**config.mk**
```make
export PLATFORM = sky130hd
export DESIGN_NAME = ctrl_pipe
export DESIGN_NICKNAME = d
export VERILOG_FILES = /design/src/rtl/ctrl_pipe.sv
export SDC_FILE = /design/constraint.sdc
export NUM_CORES = 1
export LEC_CHECK = 0
export ABC_AREA = 1
export ABC_CLOCK_PERIOD_IN_PS = 4050
export CAP_MARGIN = 20
export CORE_MARGIN = 1.5
export CORE_UTILIZATION = 35
export CTS_CLUSTER_DIAMETER = 30
export CTS_CLUSTER_SIZE = 8
export DETAILED_ROUTE_END_ITERATION = 7
export HOLD_SLACK_MARGIN = 0.1
export PLACE_DENSITY_LB_ADDON = 0.2
export SYNTH_ARGS = -nofsm -noshare
export SYNTH_HDL_FRONTEND = slang
export SYNTH_SLANG_ARGS = --single-unit
export TNS_END_PERCENT = 5
```
**constraint.sdc**
```tcl
create_clock -name clk -period 4.05 [get_ports clk]
set_input_delay 0.81 -clock clk [delete_from_list [all_inputs] [get_ports clk]]
set_output_delay 0.81 -clock clk [all_outputs]
set_load 0.05 [all_outputs]
```
**src/rtl/ctrl_pipe.sv**
```systemverilog
// rtl/ctrl_pipe.sv - pipelined opcode decoder carrying control through EX, MEM and WB
module ctrl_pipe #(
    parameter int ALU_W      = 5,
    parameter int MEM_STAGES = 1,
    parameter int CNT_W      = 16
) (
    input  logic             clk,
    input  logic             rst_n,
    input  logic [4:0]       instr_i,
    input  logic             instr_vld_i,
    input  logic             stall_i,
    input  logic             flush_i,
    input  logic             zflag_i,
    input  logic             sflag_i,
    output logic [ALU_W-1:0] ex_alucntrl_o,
    output logic             ex_alusel_o,
    output logic [2:0]       ex_immsel_o,
    output logic             ex_iformat_o,
    output logic [1:0]       ex_linkreg_o,
    output logic             pc_redirect_o,
    output logic             ex_regjmp_o,
    output logic             mem_enable_o,
    output logic             mem_wr_o,
    output logic             wb_regwrite_o,
    output logic             wb_val2reg_o,
    output logic             wb_pc2reg_o,
    output logic             halt_o,
    output logic             exc_o,
    output logic [CNT_W-1:0] taken_cnt_o
);

    typedef struct packed {
        logic [ALU_W-1:0] alu;
        logic             alusel;
        logic [2:0]       imm;
        logic             ifmt;
        logic [1:0]       link;
        logic             rjmp;
        logic             jump;
        logic [3:0]       br;   // one-hot {bgez, bltz, bnez, beqz}
        logic             men;
        logic             mwr;
        logic             rw;
        logic             v2r;
        logic             p2r;
        logic             halt;
        logic             siic;
    } ctl_t;

    function automatic logic [ALU_W-1:0] alu_of(input logic [4:0] v);
        logic [31:0] x;
        x = {27'd0, v};
        return x[ALU_W-1:0];
    endfunction

    function automatic ctl_t decode(input logic [4:0] op);
        ctl_t c;
        c     = '0;
        c.alu = alu_of(op);
        casez (op)
            5'b00000: c.halt = 1'b1;
            5'b00010: c.siic = 1'b1;
            5'b010??, 5'b101??: begin
                c.rw = 1'b1; c.v2r = 1'b1; c.alusel = 1'b1; c.ifmt = 1'b1;
                c.imm = op[1] ? 3'b000 : 3'b100;
            end
            5'b10000: begin
                c.men = 1'b1; c.mwr = 1'b1; c.alu = alu_of(5'b01000);
                c.imm = 3'b100; c.alusel = 1'b1;
            end
            5'b10001: begin
                c.men = 1'b1; c.rw = 1'b1; c.imm = 3'b100; c.alusel = 1'b1; c.ifmt = 1'b1;
            end
            5'b10011: begin
                c.men = 1'b1; c.mwr = 1'b1; c.alu = alu_of(5'b01000); c.imm = 3'b100;
                c.alusel = 1'b1; c.rw = 1'b1; c.v2r = 1'b1; c.link = 2'b01;
            end
            5'b11000, 5'b10010: begin
                c.alu = alu_of(5'b11000); c.imm = op[3] ? 3'b101 : 3'b001;
                c.link = 2'b01; c.rw = 1'b1; c.v2r = 1'b1; c.alusel = 1'b1;
            end
            5'b11001, 5'b1101?, 5'b111??: begin
                c.rw = 1'b1; c.v2r = 1'b1;
            end
            5'b011??: begin
                c.imm = 3'b101; c.br = 4'b0001 << op[1:0];
            end
            5'b001??: begin
                c.alu = alu_of(5'b01000); c.link = 2'b10; c.jump = 1'b1;
                c.imm = op[0] ? 3'b101 : 3'b110;
                c.rjmp = op[0]; c.alusel = op[0];
                c.rw = op[1]; c.p2r = op[1]; c.v2r = op[1];
            end
            default: ;
        endcase
        return c;
    endfunction

    ctl_t                  dec;
    ctl_t                  ex_q;
    ctl_t                  mem_q [MEM_STAGES];
    ctl_t                  wb_q;
    logic                  ex_vld_q;
    logic [MEM_STAGES-1:0] mem_vld_q;
    logic                  wb_vld_q;
    logic                  halt_pend_q, halt_pend_d;
    logic                  halt_q, halt_d;
    logic                  exc_q, exc_d;
    logic [CNT_W-1:0]      cnt_q, cnt_d;
    logic                  redirect;
    logic                  cap_vld;
    ctl_t                  mem_last;
    logic                  mem_last_vld;

    assign mem_last     = mem_q[MEM_STAGES-1];
    assign mem_last_vld = mem_vld_q[MEM_STAGES-1];

    always_comb begin
        dec         = decode(instr_i);
        redirect    = ex_vld_q & (ex_q.jump |
                      (|(ex_q.br & {!sflag_i, sflag_i, !zflag_i, zflag_i})));
        // A taken redirect kills the younger instruction being fetched this cycle.
        cap_vld     = instr_vld_i & !flush_i & !redirect & !halt_pend_q;
        halt_pend_d = halt_pend_q | (cap_vld & (dec.halt | dec.siic));
        halt_d      = halt_q | (wb_vld_q & wb_q.halt);
        exc_d       = exc_q | (wb_vld_q & wb_q.siic);
        cnt_d       = (redirect && cnt_q != {CNT_W{1'b1}}) ? cnt_q + CNT_W'(1) : cnt_q;
    end

    always_ff @(posedge clk) begin
        if (!rst_n) begin
            ex_q        <= '0;
            ex_vld_q    <= 1'b0;
            mem_vld_q   <= '0;
            wb_q        <= '0;
            wb_vld_q    <= 1'b0;
            halt_pend_q <= 1'b0;
            halt_q      <= 1'b0;
            exc_q       <= 1'b0;
            cnt_q       <= '0;
            for (int i = 0; i < MEM_STAGES; i++) mem_q[i] <= '0;
        end else if (!stall_i) begin
            ex_q         <= dec;
            ex_vld_q     <= cap_vld;
            mem_q[0]     <= ex_q;
            mem_vld_q[0] <= ex_vld_q;
            for (int i = 1; i < MEM_STAGES; i++) begin
                mem_q[i]     <= mem_q[i-1];
                mem_vld_q[i] <= mem_vld_q[i-1];
            end
            wb_q        <= mem_last;
            wb_vld_q    <= mem_last_vld;
            halt_pend_q <= halt_pend_d;
            halt_q      <= halt_d;
            exc_q       <= exc_d;
            cnt_q       <= cnt_d;
        end
    end

    assign ex_alucntrl_o = ex_q.alu & {ALU_W{ex_vld_q}};
    assign ex_alusel_o   = ex_q.alusel & ex_vld_q;
    assign ex_immsel_o   = ex_q.imm & {3{ex_vld_q}};
    assign ex_iformat_o  = ex_q.ifmt & ex_vld_q;
    assign ex_linkreg_o  = ex_q.link & {2{ex_vld_q}};
    assign ex_regjmp_o   = ex_q.rjmp & ex_vld_q;
    assign pc_redirect_o = redirect;
    assign mem_enable_o  = mem_last.men & mem_last_vld;
    assign mem_wr_o      = mem_last.mwr & mem_last_vld;
    assign wb_regwrite_o = wb_q.rw & wb_vld_q;
    assign wb_val2reg_o  = wb_q.v2r & wb_vld_q;
    assign wb_pc2reg_o   = wb_q.p2r & wb_vld_q;
    assign halt_o        = halt_q;
    assign exc_o         = exc_q;
    assign taken_cnt_o   = cnt_q;

    logic unused_bits;
    assign unused_bits = ^{ex_q, mem_last, wb_q};

endmodule

```
Word-level counts from Yosys, hierarchy flattened
Memories as Yosys holds them, arrays and structs flattened.
Cells that the tools add are included.
{"block": "classes", "addsub": 1, "eq_ne": 14, "shifts": 1, "n_mux": 23, "n_bitwise": 25, "reduce_logical": 20}
{"cell": "5-bit equality test, second input constant", "n": 6}
{"cell": "25-bit 2-to-1 mux", "n": 1}
{"cell": "25-bit OR reduction", "n": 1}
{"cell": "16-bit by 1-bit adder with 16-bit output, second input constant", "n": 1}
{"cell": "16-bit != test, second input constant", "n": 1}
{"cell": "1-bit AND", "n": 15}
{"cell": "3-bit case mux with 5 select lines", "n": 1}
{"cell": "3-bit OR reduction", "n": 4}
{"cell": "1-bit 2-to-1 mux", "n": 11}
{"cell": "5-bit case mux with 2 select lines", "n": 1}
{"cell": "9-bit OR reduction", "n": 1}
{"cell": "8-bit OR reduction", "n": 1}
{"cell": "7-bit OR reduction", "n": 1}
{"cell": "3-bit by 2-bit equality test with 1-bit output, second input constant", "n": 2}
{"cell": "3-bit equality test, second input constant", "n": 2}
{"cell": "3-bit 2-to-1 mux", "n": 2}
{"cell": "1-bit case mux with 2 select lines", "n": 3}
{"cell": "2-bit OR reduction", "n": 3}
{"cell": "5-bit AND", "n": 1}
{"cell": "5-bit by 2-bit equality test with 1-bit output, second input constant", "n": 1}
{"cell": "1-bit logical NOT", "n": 5}
{"cell": "5-bit logical NOT", "n": 1}
{"cell": "1-bit OR", "n": 5}
{"cell": "4-bit AND", "n": 1}
{"cell": "other kinds (12)", "n": 13}
{"block": "totals", "regBits": 52, "mem_bits_rw": 25, "inputBits": 12, "out_inout_bits": 37, "wordCells": 112, "memories": 1}
{"name": "mem_q", "words": 1, "word_bits": 25, "rd": 1, "rd_ports_with_merged_regs": 0, "wr": 1, "line": "101", "rtl": "ctl_t mem_q [MEM_STAGES];"}

Depth between registers and ports, before layout
Gate-level depths: netlist of run 1.
{"block": "logic_depth", "depth_word": 10, "mapped_depth": 10}

Worst setup path after synthesis of run 1
OpenSTA, ideal clock, no wires.
{"block": "synth_timing", "path_kind": "input to output", "start": "input zflag_i", "end": "output pc_redirect_o", "arrival_time_ns": 1.378, "t_required_ns": 3.240, "setup_slack_ns": 1.862, "cell_stages": 5, "cell_sequence": "inv_1 nand2_1 nand3_1 nor2_1 nor2_4"}
{"block": "synth_between", "elab_chain_cells": 5}
{"item": "start: declaration", "line": "13", "rtl": "input logic zflag_i,"}
{"item": "1-bit logical NOT", "line": "121", "rtl": "(|(ex_q.br & {!sflag_i, sflag_i, !zflag_i, zflag_i})));"}
{"item": "4-bit AND (*)", "line": "121"}
{"item": "4-bit OR reduction (*)", "line": "121"}
{"item": "1-bit OR (*)", "line": "120", "rtl": "redirect = ex_vld_q & (ex_q.jump |"}
{"item": "1-bit AND (*)", "line": "120"}
{"item": "end: declaration", "line": "20", "rtl": "output logic pc_redirect_o,"}
Every way passes the cells marked *; elsewhere a longest branch is shown, timed or not.

Worst setup path in the final report of run 1
{"block": "layout_timing", "start": "input sflag_i", "end": "output pc_redirect_o"}
{"block": "layout_between", "elab_chain_cells": 5}
{"item": "start: declaration", "line": "14", "rtl": "input logic sflag_i,"}
{"item": "1-bit logical NOT", "line": "121"}
{"item": "4-bit AND (*)", "line": "121"}
{"item": "4-bit OR reduction (*)", "line": "121"}
{"item": "1-bit OR (*)", "line": "120"}
{"item": "1-bit AND (*)", "line": "120"}
Marks and branches as above.

==> results.yml, run 1 <==
clocking:
  clockBufferDepth: 2
  cts.repair.resized: 0
  htree_levels: 3
  cts_sinks: 59
  cts_hold_buf: 0
  clkLatencyLatePin_ns: 0.34
  postCtsSetupRepairBufs: 0
  clkTransAtPathRegs_ns: 0.06
  clock-root-buffer: "clkbuf_8"
  numCtsBuffers: 9
  cts_tree: "done"
power:
  p_sw_mw: 0.306
  p_int_mw: 0.997
  seq_power_share_pct: 47.2
  vdd_ir_drop_max_mv: 0.147
  p_leak_nw: 1.53
  combPwrFrac_pct: 6.4
  p_sw_share_pct: 23.5
  power_density_mw_per_mm2: 350
  power.share.clock_pct: 46.5
floorplanning:
  fp.dieW_um: 94.8
  core_mm2: 0.00818
  die_h_um: 94.8
  start_util_pct: 36.1
  fp-row-count: 33
  die_area_mm2: 0.00899
  ios: 49
layout:
  drive_above_1_share_pct: 10.2
  n_antenna_cell: 0
  final_nets: 478
  areaGrowthSynthToFinish_pct: 26.4
synth:
  syn_inst: 418
  synth_seq_area_share_pct: 42.4
  synth_fa_ha_area_share_pct: 0.424
  synth_compound_gate_area_share_pct: 12.6
  synthXorXnorAreaFrac_pct: 1.78
  ys_ff_latch: 59
  synth_area_leader_cell: "dfxtp_1"
  ys_types: 30
  synth_top_family_by_area: "simple AND/OR/NAND/NOR gates"
  yosys_warnings: 0
  synthTopCellsByArea: "dfxtp_1 (35%), nand2_1 (15%), inv_1 (8.4%), edfxtp_1 (7.1%), nor2_1 (5.1%)"
  synth.area.mux_share_pct: 0
  yosys.area.top_type_share_pct: 35.3
  netlist_area_mm2: 0.00295
  syn_avg_cell_area_um2: 7.06
  yosys.area_share.simple_pct: 31.6
  syn-num-nets: 431
critical_path:
  r2r_slack_ns: 2.17
  critical_path_class: "in -> out"
  worst_ep_arrival_time_ns: 2.63
  critPathRequiredTime_ns: 3.24
  endpoint_kind: "output port"
  cp_max_fo: 9
  cp-start-kind: "primary input"
global_route:
  grt_pass1_wl_um: 11500
  grt_max_degree: 23
  track_usage_pct: 16.5
  grt_pass1_vias: 2580
  overflow: 0
  antenna_found_initial: 0
sta:
  slew_violations: 0
  setup-tns-final_ns: 0
  timing.hold.ws_ns: 0.456
  hold_viol_final: 0
  period_share_pct: 84.9
  period_needed_ns: 3.44
  skew_ns: 0.0125
  relSlewSlack_pct: 53.0
  max_freq_mhz: 291
  setup_slack_ns: 0.610
  worst_slew_pin_slew_ns: 0.704
  grt_setup_unrepaired: "no"
  setup_viol: 0
run:
  max_cap_violations: 0
place:
  hpwl_um: 5030
  io_buffers: 48
  gp_congestion: 0.881
  dp_slack_ns: 0.607
run_status:
  status: "finished clean"
worst_hold_path:
  min_path_type: "reg -> reg"
drt:
  vias: 2754
  vias_per_cell: 4.79
  first_pass_iters: 4
  routedWlPerCell_um: 12.0
  drt.antenna.violating_nets: 0
  first_iter_violations: 104
  drcViolationCount: 0
  drt_wl_total_um: 6900
power by group through the flow:
stage	Sequential, mW	Clock [mW]	Combinational, mW
4_1_cts	0.615	0.620	0.0834
6_report	0.615	0.605	0.0828
3_5_place_dp	0.628	0	0.0829
3_3_place_gp	0.628	0	0.0820
2_1_floorplan	0.625	0	0.0551
5_1_grt	0.617	0.643	0.0924
worst max-delay path: stages:
cell             delay [ns]
clkdlybuf4s50_1        0.51
nand2_1                0.08
o21ai_1                0.08
nor2_1                 0.08
nor2_4                 0.21
clkdlybuf4s50_1        0.85
registers in the layout, summed over array words and instances, names as in the netlist:
| register | cells |
|---|---|
| halt_pend_q | 1 |
| mem_q | 7 |
| ex_vld_q | 1 |
| wb_q | 5 |
| ex_q | 25 |
| mem_last_vld | 1 |
| wb_vld_q | 1 |
| halt_o | 1 |
| exc_o | 1 |
| taken_cnt_o | 16 |
placed cells by master, fill, tap and decap left out, types with 2 or more instances in the layout:
cell type	n
inv_1	66
nand4_1	12
nor3_1	2
nand2_2	11
o22ai_1	7
nor2_2	2
bufinv_16	2
clkdlybuf4s50_1	48
clkinvlp_4	2
a22o_1	7
nor2_4	3
nor2_1	40
dfxtp_1	52
o21ai_0	22
a21oi_2	10
xnor2_1	3
xor2_1	3
nand3_1	22
buf_4	2
edfxtp_1	7
clkinv_2	2
clkbuf_8	10
nand2_1	116
a21oi_1	11
synthesized netlist by cell type, drive strengths merged:
library cell  number
inv               67
xor2               3
a21oi             21
clkbuf            11
dfxtp             52
o31ai              1
nor3               2
o22ai              7
a22o               7
o21ai             23
nor2              45
nand3b             1
nand4             12
buf                3
nand2            128
nand3             23
xnor2              3
clkinv             1
edfxtp             7
ha                 1
worst paths after layout:
path / end / cells past startpoint / start
worst min-delay path: halt_o / 2 / halt_o
worst max register to register: taken_cnt_o[0] / 5 / ex_vld_q
worst max-delay path: pc_redirect_o / 6 / sflag_i
worst min register to register: halt_o / 2 / halt_o
kinds of logic after synthesis:
logic type | count (synthesis)
xor+xnor | 6
simple gates | 211
flops | 59
compound gates | 59
fa+ha+maj | 1
buf+inv | 82
layer usage:
layer  vias up  share of wire [%]  GRT usage [%]
met5         -                  0              0
met4         0               0.77           3.73
met3         6                4.5           5.15
met2        60                 49           29.5
met1      1274                 46           19.2
li1       1414                  -              -
final cells by class:
type | count | area [um2]
Inverter | 68 | 256
Tap cell | 105 | 131
Timing Repair Buffer | 50 | 495
Clock buffer | 10 | 138
Sequential cell | 59 | 1250
Clock inverter | 6 | 88.8
Fill cell | 840 | 4450
Multi-Input combinational cell | 277 | 1370
metrics by stage:
step / instance area [um2] / util, % / instances / total power [mW]
floorplan: 2950 / - / 418 / 0.680
global placement: 3500 / 42.8 / 559 / 0.710
detailed placement: 3500 / 42.8 / 559 / 0.711
CTS: 3730 / 45.6 / 575 / 1.32
global route: 3730 / 45.6 / 575 / 1.35
finish: 3730 / 45.6 / 575 / 1.30
Note: power is estimated with default switching activity, not from simulation.
==> run 2, diff against run 1 <==
ABC_CLOCK_PERIOD_IN_PS = 2900   (was 4050)
clock period = 2.9 ns   (was 4.05 ns; I/O delays follow)
==> run 2 against run 1 <==
Effect of this change: non-clock buffer count rose by 3; via count fell by 0.54%; die area did not move; setup slack got worse by 0.34 ns; critical endpoint is now ex_immsel_o[0]; highest routed layer unchanged.
==> results.yml, run 2 (synthesized netlist as in run 1, its figures left out) <==
clocking:
  postCtsSetupRepairBufs: 0
  numCtsBuffers: 9
  cts_sinks: 59
  cts_hold_buf: 0
  htree_levels: 3
  clockBufferDepth: 2
  clock-root-buffer: "clkbuf_8"
  clkTransAtPathRegs_ns: 0.07
  clkLatencyLatePin_ns: 0.34
  cts.repair.resized: 0
  cts_tree: "done"
critical_path:
  crit_slowest_cell: "clkdlybuf4s50_1"
  crit_buf_inv: 2
  r2r_end: "taken_cnt_o[1]"
  worst_ep_arrival_time_ns: 2.05
  r2r_slack_ns: 0.94
  r2r_start: "ex_vld_q"
  cp_max_fo: 16
  critPathRequiredTime_ns: 2.32
  endpoint_kind: "output port"
  crit_chain: "nand2_1 -> inv_1 -> clkdlybuf4s50_1"
  max_stage_delay_ns: 0.81
  r2r_cells: 5
  cp-start-kind: "flip-flop"
  path_delay_family: "buffers and inverters"
  critical_path_class: "reg -> out"
floorplanning:
  core_mm2: 0.00818
  die_area_mm2: 0.00899
  fp.dieW_um: 94.8
  ios: 49
  start_util_pct: 36.1
  fp-row-count: 33
  die_h_um: 94.8
worst_hold_path:
  hold_depth: 2
  min_to: "halt_o"
  min_path_type: "reg -> reg"
  holdCritStartpoint: "halt_o"
power:
  p_sw_mw: 0.440
  vdd_ir_drop_max_mv: 0.354
  power_density_mw_per_mm2: 484
  p_int_mw: 1.38
  seq_power_share_pct: 47.2
  p_sw_share_pct: 24.2
  p_total_mw: 1.82
  power.share.clock_pct: 46.3
  combPwrFrac_pct: 6.5
  p_leak_nw: 1.54
layout:
  areaGrowthSynthToFinish_pct: 27.4
  drive_above_1_share_pct: 11.0
  post-route-util_pct: 46.0
  mostFrequentLayoutCell: "nand2_1"
  final_cells: 578
  n_antenna_cell: 0
  largest_reg_flops: 25
  final_cell_mix: "nand2_1 (116), inv_1 (66), dfxtp_1 (52)"
  final_nets: 481
  top_register: "ex_q"
drt:
  drt_wl_total_um: 6810
  first_iter_violations: 111
  vias_per_cell: 4.74
  drt.antenna.violating_nets: 0
  vias: 2739
  routedWlPerCell_um: 11.8
  first_pass_iters: 4
  drcViolationCount: 0
sta:
  grt_setup_unrepaired: "no"
  slew_violations: 0
  period_needed_ns: 2.63
  setup-tns-final_ns: 0
  timing.hold.ws_ns: 0.454
  relSlewSlack_pct: 52.7
  hold_viol_final: 0
  period_share_pct: 90.5
  setup_viol: 0
  max_freq_mhz: 381
  worst_slew_pin_slew_ns: 0.708
  skew_ns: 0.00692
place:
  gp_congestion: 0.888
  place_inst: 562
  io_buffers: 48
  hpwl_um: 5040
run:
  max_cap_violations: 0
run_status:
  status: "finished clean"
global_route:
  overflow: 0
  grt_max_degree: 23
  grt_pass1_vias: 2542
  antenna_found_initial: 0
  grt_pass1_wl_um: 11500
  track_usage_pct: 16.4
run 2: cell types whose count changed in the layout (fill, tap and decap cells not counted), sizes merged:
| cell | previous run | this run |
|---|---|---|
| buf | 2 | 6 |
| clkbuf | 10 | 9 |
| clkdlybuf4s50 | 48 | 47 |
| clkinv | 3 | 1 |
| clkinvlp | 2 | 3 |
| inv | 67 | 69 |
run 2: worst reg2reg max path, cell delays in order, from the launching register on:
cell and delay (ns):
dfxtp_1 0.70, inv_1 0.26, nor2_4 0.32, nand3_4 0.28
o21ai_0 0.23, nor2_1 0.06
run 2: power groups by stage:
| stage | Clock (mW) | Sequential (mW) | Combinational, mW |
|---|---|---|---|
| final | 0.841 | 0.859 | 0.118 |
| after global routing | 0.897 | 0.861 | 0.132 |
| after CTS | 0.862 | 0.859 | 0.119 |
| after detailed placement | 0 | 0.878 | 0.118 |
| after global placement | 0 | 0.877 | 0.118 |
| after floorplan | 0 | 0.873 | 0.0769 |
run 2: layout make-up:
class                           instances  area, um2
Clock buffer                            9        124
Tap cell                              105        131
Multi-Input combinational cell        277       1370
Timing Repair Buffer                   53        528
Clock inverter                          7        100
Inverter                               68        256
Sequential cell                        59       1250
Fill cell                             850       4420
run 2: layer usage:
| layer | part of all wire (%) | track usage, % |
|---|---|---|
| met1 | 45 | 19.6 |
| met2 | 48 | 28.6 |
| met3 | 5.6 | 5.31 |
| met4 | 0.70 | 3.73 |
| met5 | 0 | 0 |
run 2: worst max path at each step:
stage	start	end	slack, ns	depth (start not counted)
floorplan	taken_cnt_o[1]	taken_cnt_o[13]	1.0	10
global placement	sflag_i	pc_redirect_o	0.60	6
detailed placement	sflag_i	pc_redirect_o	0.57	6
CTS	ex_vld_q	ex_immsel_o[0]	0.23	3
global route	ex_vld_q	ex_alusel_o	0.12	3
finish	ex_vld_q	ex_immsel_o[0]	0.27	3
run 2: metrics by stage:
| stage | worst slack, ns | instance area (um2) |
|---|---|---|
| 4_1_cts | 0.230 | 3760 |
| 3_5_place_dp | 0.574 | 3530 |
| 3_3_place_gp | 0.600 | 3530 |
| 2_1_floorplan | 0.996 | 2950 |
| 6_report | 0.274 | 3760 |
| 5_1_grt | 0.119 | 3760 |
